### src/rtl/morse_pkg.sv
// Shared state encoding, Morse timing constants and LEN legality check
// for the Morse keyer controller.
package morse_pkg;

    typedef enum logic [1:0] {
        ST_IDLE  = 2'd0,
        ST_MARK  = 2'd1,
        ST_SPACE = 2'd2,
        ST_GAP   = 2'd3
    } state_t;

    localparam logic [2:0] DOT_UNITS        = 3'd1;
    localparam logic [2:0] DASH_UNITS       = 3'd3;
    localparam logic [2:0] ELEM_GAP_UNITS   = 3'd1;
    localparam logic [2:0] LETTER_GAP_UNITS = 3'd3;
    localparam logic [2:0] WORD_GAP_UNITS   = 3'd7;
    localparam logic [2:0] MAX_LEN          = 3'd5;

    function automatic logic len_legal(input logic [2:0] len);
        return (len != 3'd0) && (len <= MAX_LEN);
    endfunction

endpackage

### src/rtl/morse_keyer_ctrl_if.sv
// Character request / key-line bundle between a character source and the keyer.
interface morse_keyer_ctrl_if;

    logic       START;
    logic [4:0] PATTERN;
    logic [2:0] LEN;
    logic       WORD_END;
    logic       KEY;
    logic       BUSY;
    logic       DONE;
    logic       ERR;

    modport master (
        output START, PATTERN, LEN, WORD_END,
        input  KEY, BUSY, DONE, ERR
    );

    modport slave (
        input  START, PATTERN, LEN, WORD_END,
        output KEY, BUSY, DONE, ERR
    );

endinterface

### src/rtl/morse_unit_timer.sv
// Divides the clock into Morse time units: one-cycle tick every UNIT_CYCLES
// cycles, restarted by a synchronous clear on every state entry.
module morse_unit_timer #(
    parameter int unsigned UNIT_CYCLES = 4
) (
    input  logic clk,
    input  logic rst,
    input  logic clr,
    output logic tick
);

    localparam int unsigned TW = (UNIT_CYCLES > 1) ? $clog2(UNIT_CYCLES) : 1;
    localparam logic [TW-1:0] LAST = TW'(UNIT_CYCLES - 1);

    logic [TW-1:0] cnt_q;
    logic [TW-1:0] cnt_d;

    assign tick = (cnt_q == LAST);

    always_comb begin
        cnt_d = cnt_q + TW'(1);
        if (clr || tick) begin
            cnt_d = '0;
        end
    end

    always_ff @(posedge clk) begin
        if (rst) begin
            cnt_q <= '0;
        end else begin
            cnt_q <= cnt_d;
        end
    end

endmodule

### src/rtl/morse_keyer_ctrl.sv
// Morse keyer controller: keys one character (up to 5 dots/dashes) followed
// by a letter or word gap, timed in units of UNIT_CYCLES clocks.
module morse_keyer_ctrl #(
    parameter int unsigned UNIT_CYCLES = 4
) (
    input  logic                CLK,
    input  logic                RST,
    morse_keyer_ctrl_if.slave   bus
);

    import morse_pkg::*;

    state_t     state_q, state_d;
    logic [2:0] idx_q, idx_d;
    logic [4:0] pattern_q, pattern_d;
    logic [2:0] len_q, len_d;
    logic       word_end_q, word_end_d;
    logic       key_q, key_d;
    logic       busy_q, busy_d;
    logic       done_q, done_d;
    logic       err_q, err_d;
    logic [2:0] unit_q, unit_d;

    logic       tick;
    logic       clr;
    logic       expire;
    logic       accept;
    logic       idle_like;
    logic [2:0] dur;

    morse_unit_timer #(.UNIT_CYCLES(UNIT_CYCLES)) u_timer (
        .clk  (CLK),
        .rst  (RST),
        .clr  (clr),
        .tick (tick)
    );

    assign clr = accept | expire;

    always_comb begin
        unit_d = unit_q;
        if (clr || (state_q == ST_IDLE)) begin
            unit_d = '0;
        end else if (tick) begin
            unit_d = unit_q + 3'd1;
        end
    end

    always_comb begin
        state_d    = state_q;
        idx_d      = idx_q;
        pattern_d  = pattern_q;
        len_d      = len_q;
        word_end_d = word_end_q;
        key_d      = key_q;
        busy_d     = busy_q;
        done_d     = 1'b0;
        err_d      = 1'b0;
        accept     = 1'b0;

        case (state_q)
            ST_MARK:  dur = pattern_q[idx_q] ? DASH_UNITS : DOT_UNITS;
            ST_SPACE: dur = ELEM_GAP_UNITS;
            ST_GAP:   dur = word_end_q ? WORD_GAP_UNITS : LETTER_GAP_UNITS;
            default:  dur = DOT_UNITS;
        endcase

        expire = (state_q != ST_IDLE) && tick && (unit_q == dur - 3'd1);

        case (state_q)
            ST_MARK: begin
                if (expire) begin
                    key_d   = 1'b0;
                    state_d = ((idx_q + 3'd1) < len_q) ? ST_SPACE : ST_GAP;
                end
            end
            ST_SPACE: begin
                if (expire) begin
                    idx_d   = idx_q + 3'd1;
                    key_d   = 1'b1;
                    state_d = ST_MARK;
                end
            end
            ST_GAP: begin
                if (expire) begin
                    state_d = ST_IDLE;
                    busy_d  = 1'b0;
                    done_d  = 1'b1;
                end
            end
            default: ;
        endcase

        // The DONE cycle doubles as an IDLE sampling point so held START chains characters.
        idle_like = (state_q == ST_IDLE) || ((state_q == ST_GAP) && expire);
        if (idle_like && bus.START) begin
            if (len_legal(bus.LEN)) begin
                accept     = 1'b1;
                pattern_d  = bus.PATTERN;
                len_d      = bus.LEN;
                word_end_d = bus.WORD_END;
                idx_d      = '0;
                state_d    = ST_MARK;
                key_d      = 1'b1;
                busy_d     = 1'b1;
            end else begin
                err_d = 1'b1;
            end
        end
    end

    always_ff @(posedge CLK) begin
        if (RST) begin
            state_q    <= ST_IDLE;
            idx_q      <= '0;
            pattern_q  <= '0;
            len_q      <= '0;
            word_end_q <= 1'b0;
            key_q      <= 1'b0;
            busy_q     <= 1'b0;
            done_q     <= 1'b0;
            err_q      <= 1'b0;
            unit_q     <= '0;
        end else begin
            state_q    <= state_d;
            idx_q      <= idx_d;
            pattern_q  <= pattern_d;
            len_q      <= len_d;
            word_end_q <= word_end_d;
            key_q      <= key_d;
            busy_q     <= busy_d;
            done_q     <= done_d;
            err_q      <= err_d;
            unit_q     <= unit_d;
        end
    end

    assign bus.KEY  = key_q;
    assign bus.BUSY = busy_q;
    assign bus.DONE = done_q;
    assign bus.ERR  = err_q;

endmodule

### src/flat_wrapper.sv
// flat-port wrapper written by rule: the top's interface ports become plain ports
module morse_keyer_ctrl_flat import morse_pkg::*;
#(
    parameter int unsigned UNIT_CYCLES = 4
)
  (CLK, RST, bus_START, bus_PATTERN, bus_LEN, bus_WORD_END, bus_KEY, bus_BUSY, bus_DONE, bus_ERR);
  morse_keyer_ctrl_if bus_i ();
  input  logic CLK;
  input  logic RST;
  input wire logic [$bits(bus_i.START)-1:0] bus_START;
  input wire logic [$bits(bus_i.PATTERN)-1:0] bus_PATTERN;
  input wire logic [$bits(bus_i.LEN)-1:0] bus_LEN;
  input wire logic [$bits(bus_i.WORD_END)-1:0] bus_WORD_END;
  output wire logic [$bits(bus_i.KEY)-1:0] bus_KEY;
  output wire logic [$bits(bus_i.BUSY)-1:0] bus_BUSY;
  output wire logic [$bits(bus_i.DONE)-1:0] bus_DONE;
  output wire logic [$bits(bus_i.ERR)-1:0] bus_ERR;
  assign bus_i.START = bus_START;
  assign bus_i.PATTERN = bus_PATTERN;
  assign bus_i.LEN = bus_LEN;
  assign bus_i.WORD_END = bus_WORD_END;
  assign bus_KEY = bus_i.KEY;
  assign bus_BUSY = bus_i.BUSY;
  assign bus_DONE = bus_i.DONE;
  assign bus_ERR = bus_i.ERR;
  morse_keyer_ctrl #(.UNIT_CYCLES(UNIT_CYCLES)) u_core (.CLK(CLK), .RST(RST), .bus(bus_i));
endmodule
### config.mk
export PLATFORM = sky130hd
export DESIGN_NAME = morse_keyer_ctrl_flat
export DESIGN_NICKNAME = d
export VERILOG_FILES = /design/src/rtl/morse_pkg.sv /design/src/rtl/morse_keyer_ctrl_if.sv /design/src/rtl/morse_unit_timer.sv /design/src/rtl/morse_keyer_ctrl.sv /design/src/flat_wrapper.sv
export SDC_FILE = /design/constraint.sdc
export NUM_CORES = 1
export LEC_CHECK = 0
export ABC_AREA = 0
export BUFFER_PORTS_ARGS = -buffer_cell sky130_fd_sc_hd__clkbuf_2
export CAP_MARGIN = 20
export CORE_MARGIN = 5
export CORE_UTILIZATION = 40
export CTS_BUF_LIST = sky130_fd_sc_hd__clkbuf_16
export DETAILED_ROUTE_END_ITERATION = 8
export GPL_TIMING_DRIVEN = 0
export SLEW_MARGIN = 0
export SYNTH_ARGS = -nofsm -noshare
export SYNTH_HDL_FRONTEND = slang
export SYNTH_SLANG_ARGS = --single-unit
### constraint.sdc
create_clock -name CLK -period 5.6 [get_ports CLK]
set_input_delay 1.12 -clock CLK [delete_from_list [all_inputs] [get_ports CLK]]
set_output_delay 1.12 -clock CLK [all_outputs]
set_load 0.01 [all_outputs]
# == Word-level counts from Yosys, hierarchy flattened ==
# Index checks and enable logic that the tools add are counted.
# op_classes
n_eq_ne,5
bitwise,3
muxes,29
addsub,4
n_reduce_logical,16
order_cmp,3
# op_table
cell,n
3-bit two-way mux,5
1-bit two-way mux,14
2-bit two-way mux,6
2-bit OR reduction,4
3-bit by 1-bit adder with 3-bit output (second input constant),2
2-bit == test (second input constant),3
2-bit case mux with 3 select lines,1
3-bit case mux with 2 select lines,1
1-bit logical AND,5
3-bit by 4-bit less-than comparator with 1-bit output (second input constant),1
1-bit binary-select mux with 3-bit select,1
3-bit == test,1
3-bit <= comparator (second input constant),1
1-bit logical OR,3
3-bit less-than comparator,1
3-bit nonzero test,1
3-bit by 1-bit subtractor with 3-bit output (second input constant),1
2-bit by 1-bit adder with 2-bit output (second input constant),1
2-bit by 1-bit == test with 1-bit output (second input constant),1
2-bit zero test,1
1-bit inverter,2
1-bit case mux with 2 select lines,1
2-bit AND reduction,1
2-bit nonzero test,1
1-bit OR,1
# word_totals
in_bits,12
output_inout_bits,4
elab_cells,71
register_bits,23

# == Longest topological paths before layout ==
# Gate-level depths: netlist of the first run.
# logic_depth
word_depth,14
depth_mapped,8
depth_no_buf,7

# == Modules after synthesis ==
# Synthesis of the first run repeated with hierarchy kept, for this count alone.
# unflattened
hier_cells,150
hier_area_um2,1320.0
# modules_own_cells
mod,instances,area_per_inst_um2,cells_each,seq_area_each_um2
morse_keyer_ctrl,1,1239.9,145,420.4
morse_unit_timer,1,80.1,5,40.0

# == Worst setup path before layout of the first run ==
# OpenSTA, ideal clock, no wires.
# synth_path
kind,register to register
from,register u_core.state_q[0]
to,register u_core.state_q[0]
t_arrival_ps,2105
setup_slack_ps,3358
path_buffers,1
stages_incl_launch_ff,9
path_cell_list,dfxtp_1 inv_1 ha_1 buf_4 or3b_4 or4_4 nor4_4 or2_4 o221ai_1
# synth_between
elab_chain_cells,9
elab_cells_between_ends,19
classes_between,add/sub: 1; eq/ne: 4; mux: 7; reduce/logical: 7
# synth_lines
item,line_no,rtl
"start, declared",morse_keyer_ctrl.sv:13,"state_t state_q, state_d;"
"start signal, assigned",morse_keyer_ctrl.sv:125,state_q <= state_d;
2-bit == test or 2-bit by 1-bit == test with 1-bit output (tied branches),"morse_keyer_ctrl.sv:61, morse_keyer_ctrl.sv:70, morse_keyer_ctrl.sv:95",
3-bit case mux with 2 select lines,morse_keyer_ctrl.sv:61,case (state_q)
3-bit by 1-bit subtractor with 3-bit output,morse_keyer_ctrl.sv:68,expire = (state_q != ST_IDLE) && tick && (unit_q == dur - 3'd1);
3-bit == test,morse_keyer_ctrl.sv:68,
1-bit logical AND,morse_keyer_ctrl.sv:68,
2-bit two-way mux (tied with other cells),morse_keyer_ctrl.sv:85,if (expire) begin
2-bit case mux with 3 select lines or 1-bit logical OR (tied branches),"morse_keyer_ctrl.sv:70, morse_keyer_ctrl.sv:95",
2-bit two-way mux or 1-bit logical AND (tied branches),"morse_keyer_ctrl.sv:97, morse_keyer_ctrl.sv:96",
2-bit two-way mux (*),morse_keyer_ctrl.sv:96,if (idle_like && bus.START) begin
# Mark *: on every way between the ends. The rest lies on a longest branch, timed or not.
# A chain may end at the register's enable or synchronous reset.

# == Worst setup path after layout of the first run ==
# Ends and elaborated chain as after synthesis.

==> results.yml, run 1 <==
power_and_ir_drop:
  p_leak_nw: 0.6434
  ir_drop_mv: 0.1320
  switchingPower_mw: 0.09674
  powerDensity_nw_per_um2: 248.3
  p_int_mw: 0.2932
  switching_share: 0.2481
  comb_power_share: 0.144
  power_frac_seq: 0.457
  clock_power_share: 0.399
clocking:
  post_cts_resized: 0
  ctsHoldBuffers: 0
  cts_tree: "done"
  cts.path.max_buffers: 2
  clk_latency_ns: 0.25
  htreeDepth: 1
  clkTransAtPathRegs_ns: 0.06
  postCtsSetupBuffers: 0
  numClockSinks: 23
  cts_buffers: 3
  cts_root_buf: "clkbuf_16"
drt:
  drt-pass1-iter-count: 4
  drtIter0Drc: 37
  routed_wl_um: 2890
  avgViaCountPerCell: 5.510
  ant_nets: 0
  wl_per_cell_um: 13.76
  drc: 0
  num_vias: 1157
timing:
  finalHoldViolCount: 0
  setup_slack_ns: 3.069
  finalCritPeriodShare: 0.4520
  finalSetupViolCount: 0
  finalSetupTns_ns: 0
  rsz0062_at_grt: "false"
  slew_violations: 0
  finalCriticalPeriod_ns: 2.531
  tightest_slew_ns: 0.5529
  max_slew_margin: 0.6297
  max_freq_mhz: 395.1
  fin_skew_ns: 0.005150
finish:
  multi_input_area_um2: 840.8
  nFillCells: 344
  final-seq-area_um2: 460.4
  diodes: 0
  layout-drive-gt1-share: 0.1951
  nets: 186
  area_growth_syn_to_layout_pct: 15.24
  design_area_um2: 1570
  fin_cells: 210
synthesis:
  ys.flop_type: "dfxtp_1"
  synth_warnings: 0
  synth_cells: 146
  syn_area_um2: 1363
  synth_area_leaders: "dfxtp_1, mux2i_1, ha_1"
  synth.distinct_cells: 52
  synth-seq-cells: 23
  avgSynthCellArea_um2: 9.333
  synth-edff-count: 0
  synth_most_common_cell: "dfxtp_1"
  synth_top_cell_by_area: "dfxtp_1"
  yosys-top-cells-count: "dfxtp_1, mux2i_1, nor2_1"
  synth_top_area_share: 0.3379
  synth_nets: 167
  async_flop_share: 0
  seq_area_frac_synth: 0.3379
grt:
  grt_pass1_vias: 1140
  grt_max_degree: 14
  grt_pass1_wl_um: 4961
  overflow: 0
  antenna_found_initial: 0
  grt_use_total: 0.1415
floorplanning:
  core_um2: 3311
  die-width_um: 68.37
  dieArea_um2: 4674
  die_h_um: 68.37
  rows: 21
  io-pin-count: 16
  initial_core_util: 0.4116
critical_path:
  path_class: "reg -> reg"
  cp_max_fo: 9
  endpoint_kind: "flop"
  cp_data_required_time_ns: 5.71
  crit_arrival_ns: 2.64
  start_kind: "flop"
place:
  dp.cells: 206
  port-buffer-count: 14
  dp_slack_ns: 3.082
  gp_congestion: 0.7653
  place_area_um2: 1490
  dp_hpwl_um: 2194
status:
  status: "finished, final reports clean"
run:
  cap_violations: 0
worst_hold_path:
  hold_class: "reg -> reg"
-- worst paths after layout --
kind                      startpoint                      end  slack, ns  depth (start not counted)
min          u_core.u_timer.cnt_q[0]  u_core.u_timer.cnt_q[0]       0.43                          1
max reg2reg        u_core.state_q[0]        u_core.state_q[0]       3.07                          8
max                u_core.state_q[0]        u_core.state_q[0]       3.07                          8
min reg2reg  u_core.u_timer.cnt_q[0]  u_core.u_timer.cnt_q[0]       0.43                          1
-- placed cells by master, fill, tap and decap left out, types with 2 or more instances in the layout --
cell type,count
nor4_1,5
mux2i_1,12
dfxtp_1,23
xor2_1,2
xnor2_1,2
o31ai_1,3
clkbuf_16,3
ha_1,9
or3_1,2
nand3_1,4
nor2_1,12
clkbuf_1,2
nand2_1,8
nand2b_1,4
inv_1,7
a21oi_1,5
nor3_1,5
nand4_1,2
clkbuf_2,14
nand3b_1,2
o21ai_0,4
-- per-stage QoR --
step / hold WS [ns] / util / power, mW
detailed placement: 0.4278 / 0.4501 / 0.2386
floorplan: 0.4043 / - / 0.2208
global placement: 0.4137 / 0.4501 / 0.2360
finish: 0.4307 / 0.4743 / 0.3899
global route: 0.4510 / 0.4743 / 0.4091
CTS: 0.4365 / 0.4743 / 0.3948
-- cell type report --
class	instances	area share
Clock inverter	1	0.003187
Buffer	6	0.02231
Tap cell	46	0.03665
Multi-Input combinational cell	110	0.5355
Sequential cell	23	0.2932
Clock buffer	3	0.04781
Inverter	7	0.01673
Timing Repair Buffer	14	0.04462
-- power by group through the flow --
| stage | sequential [mW] | clock (mW) | combinational, mW |
|---|---|---|---|
| 2_1_floorplan | 0.181 | 0 | 0.0395 |
| 3_3_place_gp | 0.181 | 0 | 0.0547 |
| 3_5_place_dp | 0.182 | 0 | 0.0567 |
| 4_1_cts | 0.178 | 0.159 | 0.0572 |
| 5_1_grt | 0.179 | 0.167 | 0.0636 |
| 6_report | 0.178 | 0.156 | 0.0563 |
-- kinds of logic after synthesis --
logic type | after synthesis | synth area share
flip-flops | 23 | 0.3379
adder cells (fa/ha/maj) | 9 | 0.08265
XOR/XNOR | 4 | 0.02572
AO/OA/AOI/OAI | 30 | 0.1800
multiplexers | 12 | 0.08816
buffers and inverters | 13 | 0.04500
AND/OR/NAND/NOR | 55 | 0.2406
-- sequential cells by signal, indices dropped and copies added (netlist names) --
| signal | count |
|---|---|
| u_core.state_q | 2 |
| u_core.bus.ERR | 1 |
| u_core.u_timer.cnt_q | 2 |
| u_core.word_end_q | 1 |
| u_core.bus.KEY | 1 |
| u_core.pattern_q | 5 |
| u_core.idx_q | 3 |
| u_core.bus.DONE | 1 |
| u_core.bus.BUSY | 1 |
| u_core.len_q | 3 |
| u_core.unit_q | 3 |
-- critical path, cell delays in order (launching register included) --
cell and delay (ns):
dfxtp_1 0.36, inv_1 0.08, ha_1 0.19, buf_4 0.16
or3b_4 0.40, or4_4 0.45, nor4_4 0.35, or2_4 0.24
o221ai_1 0.14
-- metal layers --
metal	track usage	vias up	part of all wire
met5	0	-	0
met4	0.05459	0	0.020
met3	0.03448	8	0.036
met2	0.2383	33	0.49
met1	0.1724	542	0.46
li1	-	574	-
Note: power is estimated with default switching activity, not from simulation.
==> run 2, diff against run 1 <==
- clock period: 5.6 -> 2.5 ns (I/O delays scaled with it)
==> run 2 against run 1 <==
Against the previous run:
- via count is 0.95% higher
- final area is 3.6% higher
- sequential power grew 120%
- register-to-register slack lost 3.0 ns
- count of clock-buffer cells in the layout unchanged
- critical endpoint unchanged
- first-iteration DRC count rose by 43%
- global-route usage rose by 0.27 points
- flip-flop and latch count did not move
- die area did not move
- worst setup slack worse by 3.0 ns
==> results.yml, run 2 (same netlist as run 1, synthesis figures left out) <==
finish:
  layout_common_cells: "dfxtp_1, clkbuf_2, mux2i_1, nor2_1"
  area_growth_syn_to_layout_pct: 19.38
  mostFrequentLayoutCell: "dfxtp_1"
  nFillCells: 340
  diodes: 0
  largest-register: "u_core.pattern_q"
  fin_cells: 215
  largest_reg_flops: 5
  nets: 191
  layout-drive-gt1-share: 0.2426
grt:
  gr-usage-met1: 0.1754
  grt_busiest_layer: "met2"
  grt_max_degree: 14
  grt_use_total: 0.1443
  met3_usage: 0.03448
  use_met2: 0.2443
  antenna_found_initial: 0
  overflow: 0
  grt_pass1_wl_um: 5057
  grt_pass1_vias: 1165
critical_path:
  crit_arrival_ns: 2.54
  path_class: "reg -> reg"
  endpoint_kind: "flop"
  start_kind: "flop"
  cp_max_fo: 6
  cp_data_required_time_ns: 2.61
drt:
  routed_wl_um: 2956
  num_vias: 1168
  ant_nets: 0
  avgViaCountPerCell: 5.433
  drt-pass1-iter-count: 4
  drtIter0Drc: 53
  wl_per_cell_um: 13.75
  drc: 0
power_and_ir_drop:
  power_frac_seq: 0.448
  p_int_mw: 0.6668
  p_leak_nw: 0.6692
  clock_power_share: 0.395
  comb_power_share: 0.157
  switchingPower_mw: 0.2231
  switching_share: 0.2507
  power_mw: 0.8900
  powerDensity_nw_per_um2: 547.2
  ir_drop_mv: 0.2958
run:
  cap_violations: 0
floorplanning:
  die-width_um: 68.37
  initial_core_util: 0.4116
  io-pin-count: 16
  die_h_um: 68.37
  core_um2: 3311
  dieArea_um2: 4674
  rows: 21
clocking:
  clkTransAtPathRegs_ns: 0.06
  cts_buffers: 3
  htreeDepth: 1
  cts_root_buf: "clkbuf_16"
  cts.path.max_buffers: 2
  ctsHoldBuffers: 0
  clk_latency_ns: 0.26
  numClockSinks: 23
  cts_tree: "done"
timing:
  rsz0062_at_grt: "false"
  max_slew_margin: 0.6331
  finalCriticalPeriod_ns: 2.432
  max_freq_mhz: 411.1
  finalCritPeriodShare: 0.9729
  finalSetupViolCount: 0
  slew_violations: 0
  fin_skew_ns: 0.005143
  setup_slack_ns: 0.06779
  tightest_slew_ns: 0.5478
  finalHoldViolCount: 0
place:
  dp_hpwl_um: 2194
  gp_congestion: 0.7653
  dp.cells: 206
  dp_slack_ns: -0.01840
  port-buffer-count: 14
worst_hold_path:
  hold_class: "reg -> reg"
status:
  status: "finished, final reports clean"
==> run 2: cell count changes in the layout (fill, tap and decap cells not counted), sizes merged <==
cell / before / now
buf: 4 / 9
==> run 2: repair_timing <==
action,in CTS,in global routing
pin swaps,4,1
setup buffers,5,0
resized for setup,6,0
gates cloned,0,0
setup endpoints to repair,1,4
==> run 2: through the flow <==
step	hold slack (ns)	TNS, ns	instance area [um^2]	utilization
after floorplan	0.4043	0	1363	-
after global placement	0.4137	0	1490	0.4501
after detailed placement	0.4278	-0.01840	1490	0.4501
after CTS	0.4365	0	1627	0.4913
after global routing	0.4510	0	1627	0.4913
final	0.4300	0	1627	0.4913
==> run 2: worst paths after layout <==
path	cells after the start	slack [ns]	endpoint	startpoint
min reg2reg	1	0.43	u_core.u_timer.cnt_q[0]	u_core.u_timer.cnt_q[0]
max	9	0.07	u_core.state_q[0]	u_core.state_q[1]
min	1	0.43	u_core.u_timer.cnt_q[0]	u_core.u_timer.cnt_q[0]
max reg2reg	9	0.07	u_core.state_q[0]	u_core.state_q[1]
==> run 2: power groups by stage <==
stage,clock network (mW),registers (mW),logic (mW)
finish,0.352,0.399,0.140
global route,0.373,0.401,0.157
global placement,0,0.406,0.122
detailed placement,0,0.407,0.127
floorplan,0,0.406,0.0885
CTS,0.357,0.399,0.142
==> run 2: layer usage <==
metal / share of wire / routed length [um]
met3: 0.038 / 113
met5: 0 / 0
met2: 0.50 / 1465
met1: 0.45 / 1331
met4: 0.016 / 46
==> run 2: area by class of cell <==
| cell class | count | area (um^2) | area share |
|---|---|---|---|
| multi-input combinational | 110 | 853.3 | 0.5246 |
| sequential | 23 | 462.9 | 0.2846 |
| timing repair buffer | 19 | 107.6 | 0.06615 |
| clock buffer | 3 | 75.07 | 0.04615 |
| tap | 46 | 57.56 | 0.03538 |
| buffer | 6 | 38.79 | 0.02385 |
| inverter | 7 | 26.28 | 0.01615 |
| clock inverter | 1 | 5.005 | 0.003077 |
==> run 2: critical path, cell delays in order, from the launching register on <==
cell	delay, ns
dfxtp_2	0.32
inv_1	0.07
ha_4	0.16
buf_6	0.11
or3b_4	0.39
buf_4	0.16
or4b_4	0.49
a31oi_4	0.24
or2_4	0.21
o221ai_1	0.14
==> run 3, diff against run 2 <==
- SETUP_SLACK_MARGIN: unset -> 0.2
- SKIP_CTS_REPAIR_TIMING: unset -> 1
==> run 3 against run 2 <==
Against the previous run:
- worst setup slack worse by 0.084 ns
- the flow now finishes with violations (negative setup slack)
- non-clock buffer count up 5
- first-iteration DRC count down 9.4%
- largest cell class unchanged
- combinational power up 9%
- via count up 2.3%
==> results.yml, run 3 (same netlist as run 1, synthesis figures left out) <==
power_and_ir_drop:
  p_leak_nw: 0.6919
  ir_drop_mv: 0.3001
  powerDensity_nw_per_um2: 538.6
worst_hold_path:
  hold_class: "reg -> reg"
grt:
  grt_max_degree: 14
  gr-usage-met1: 0.1724
  grt_pass1_wl_um: 4961
  use_met2: 0.2383
  grt_pass1_vias: 1140
  met3_usage: 0.03448
  grt_use_total: 0.1415
  antenna_found_initial: 0
  overflow: 0
  grt_busiest_layer: "met2"
drt:
  num_vias: 1195
  wl_per_cell_um: 13.96
  ant_nets: 0
  drtIter0Drc: 48
  avgViaCountPerCell: 5.432
  drc: 0
  drt-pass1-iter-count: 5
  routed_wl_um: 3072
timing:
  setup_slack_ns: -0.01618
  slew_violations: 0
  tightest_slew_ns: 0.5573
  hold_ws_ns: 0.4345
  finalCriticalPeriod_ns: 2.516
  max_freq_mhz: 397.4
  finalCritPeriodShare: 1.006
  rsz0062_at_grt: "true"
  max_slew_margin: 0.6236
  finalHoldViolCount: 0
  finalSetupViolCount: 1
  finalSetupTns_ns: -0.01618
  fin_skew_ns: 0.005544
critical_path:
  cp_top_family: "simple AND/OR/NAND/NOR gates"
  crit_buf_inv: 3
  crit_arrival_ns: 2.64
  crit_chain: "inv_2 -> ha_4 -> buf_6 -> or3b_4 -> or4_4 -> nor4_4 -> buf_4 -> or3_4 -> a41oi_2"
  critPathMaxStageDelay_ns: 0.54
  crit_slowest_cell: "or4_4"
  cp_max_fo: 6
  endpoint_kind: "flop"
  path_class: "reg -> reg"
  start_kind: "flop"
  cp_data_required_time_ns: 2.62
place:
  port-buffer-count: 14
  gp_congestion: 0.7653
  dp_hpwl_um: 2194
  dp.cells: 206
  place_area_um2: 1490
floorplanning:
  initial_core_util: 0.4116
  core_um2: 3311
  io-pin-count: 16
  die-width_um: 68.37
  rows: 21
  die_h_um: 68.37
  dieArea_um2: 4674
run:
  cap_violations: 0
finish:
  largest-register: "u_core.pattern_q"
  area_growth_syn_to_layout_pct: 23.42
  layout-drive-gt1-share: 0.2874
  layout_common_cells: "dfxtp_1, clkbuf_2, mux2i_1, nor2_1, buf_4"
  largest_reg_flops: 5
  fin_cells: 220
  mostFrequentLayoutCell: "dfxtp_1"
  nets: 196
  diodes: 0
  design_area_um2: 1682
clocking:
  cts_root_buf: "clkbuf_16"
  numClockSinks: 23
  cts_tree: "done"
  cts.path.max_buffers: 2
  cts_buffers: 3
  clkTransAtPathRegs_ns: 0.06
  htreeDepth: 1
  clk_latency_ns: 0.26
status:
  violations: "negative setup slack"
  status: "complete, but fails checks"
==> run 3: changes by cell type in the layout (fill, tap and decap cells not counted), sizes merged <==
cell / delta
buf: +5
==> run 3: cell type report <==
type,count,area [um^2]
Multi-Input combinational cell,110,870.8
Fill cell,336,1629
Buffer,6,38.79
Tap cell,46,57.56
Sequential cell,23,462.9
Inverter,7,26.28
Clock inverter,1,5.005
Clock buffer,3,75.07
Timing Repair Buffer,24,145.1
==> run 3: path summary, 6_finish.rpt <==
| path | slack [ns] | end | start | cells after the start |
|---|---|---|---|---|
| max | -0.02 | u_core.bus.KEY | u_core.state_q[0] | 9 |
| min | 0.43 | u_core.u_timer.cnt_q[0] | u_core.u_timer.cnt_q[0] | 1 |
| max reg2reg | -0.02 | u_core.bus.KEY | u_core.state_q[0] | 9 |
| min reg2reg | 0.43 | u_core.u_timer.cnt_q[0] | u_core.u_timer.cnt_q[0] | 1 |
==> run 3: where the power goes <==
group | switching (mW) | internal, mW
Sequential | 0.0122 | 0.387
Combinational | 0.0779 | 0.0750
Clock | 0.138 | 0.215
==> run 3: metrics by stage <==
step                worst slack (ns)  power [mW]    util
floorplan                     0.2576      0.4947       -
global placement             0.06577      0.5285  0.4501
detailed placement          -0.01840      0.5344  0.4501
CTS                         -0.03385      0.8843  0.4743
global route                -0.08336      0.9451  0.5079
finish                      -0.01618      0.9056  0.5079
==> run 3: per-layer routing <==
metal,vias up,share of wire
li1,594,-
met1,565,0.45
met2,32,0.50
met3,4,0.037
met4,0,0.015
met5,-,0
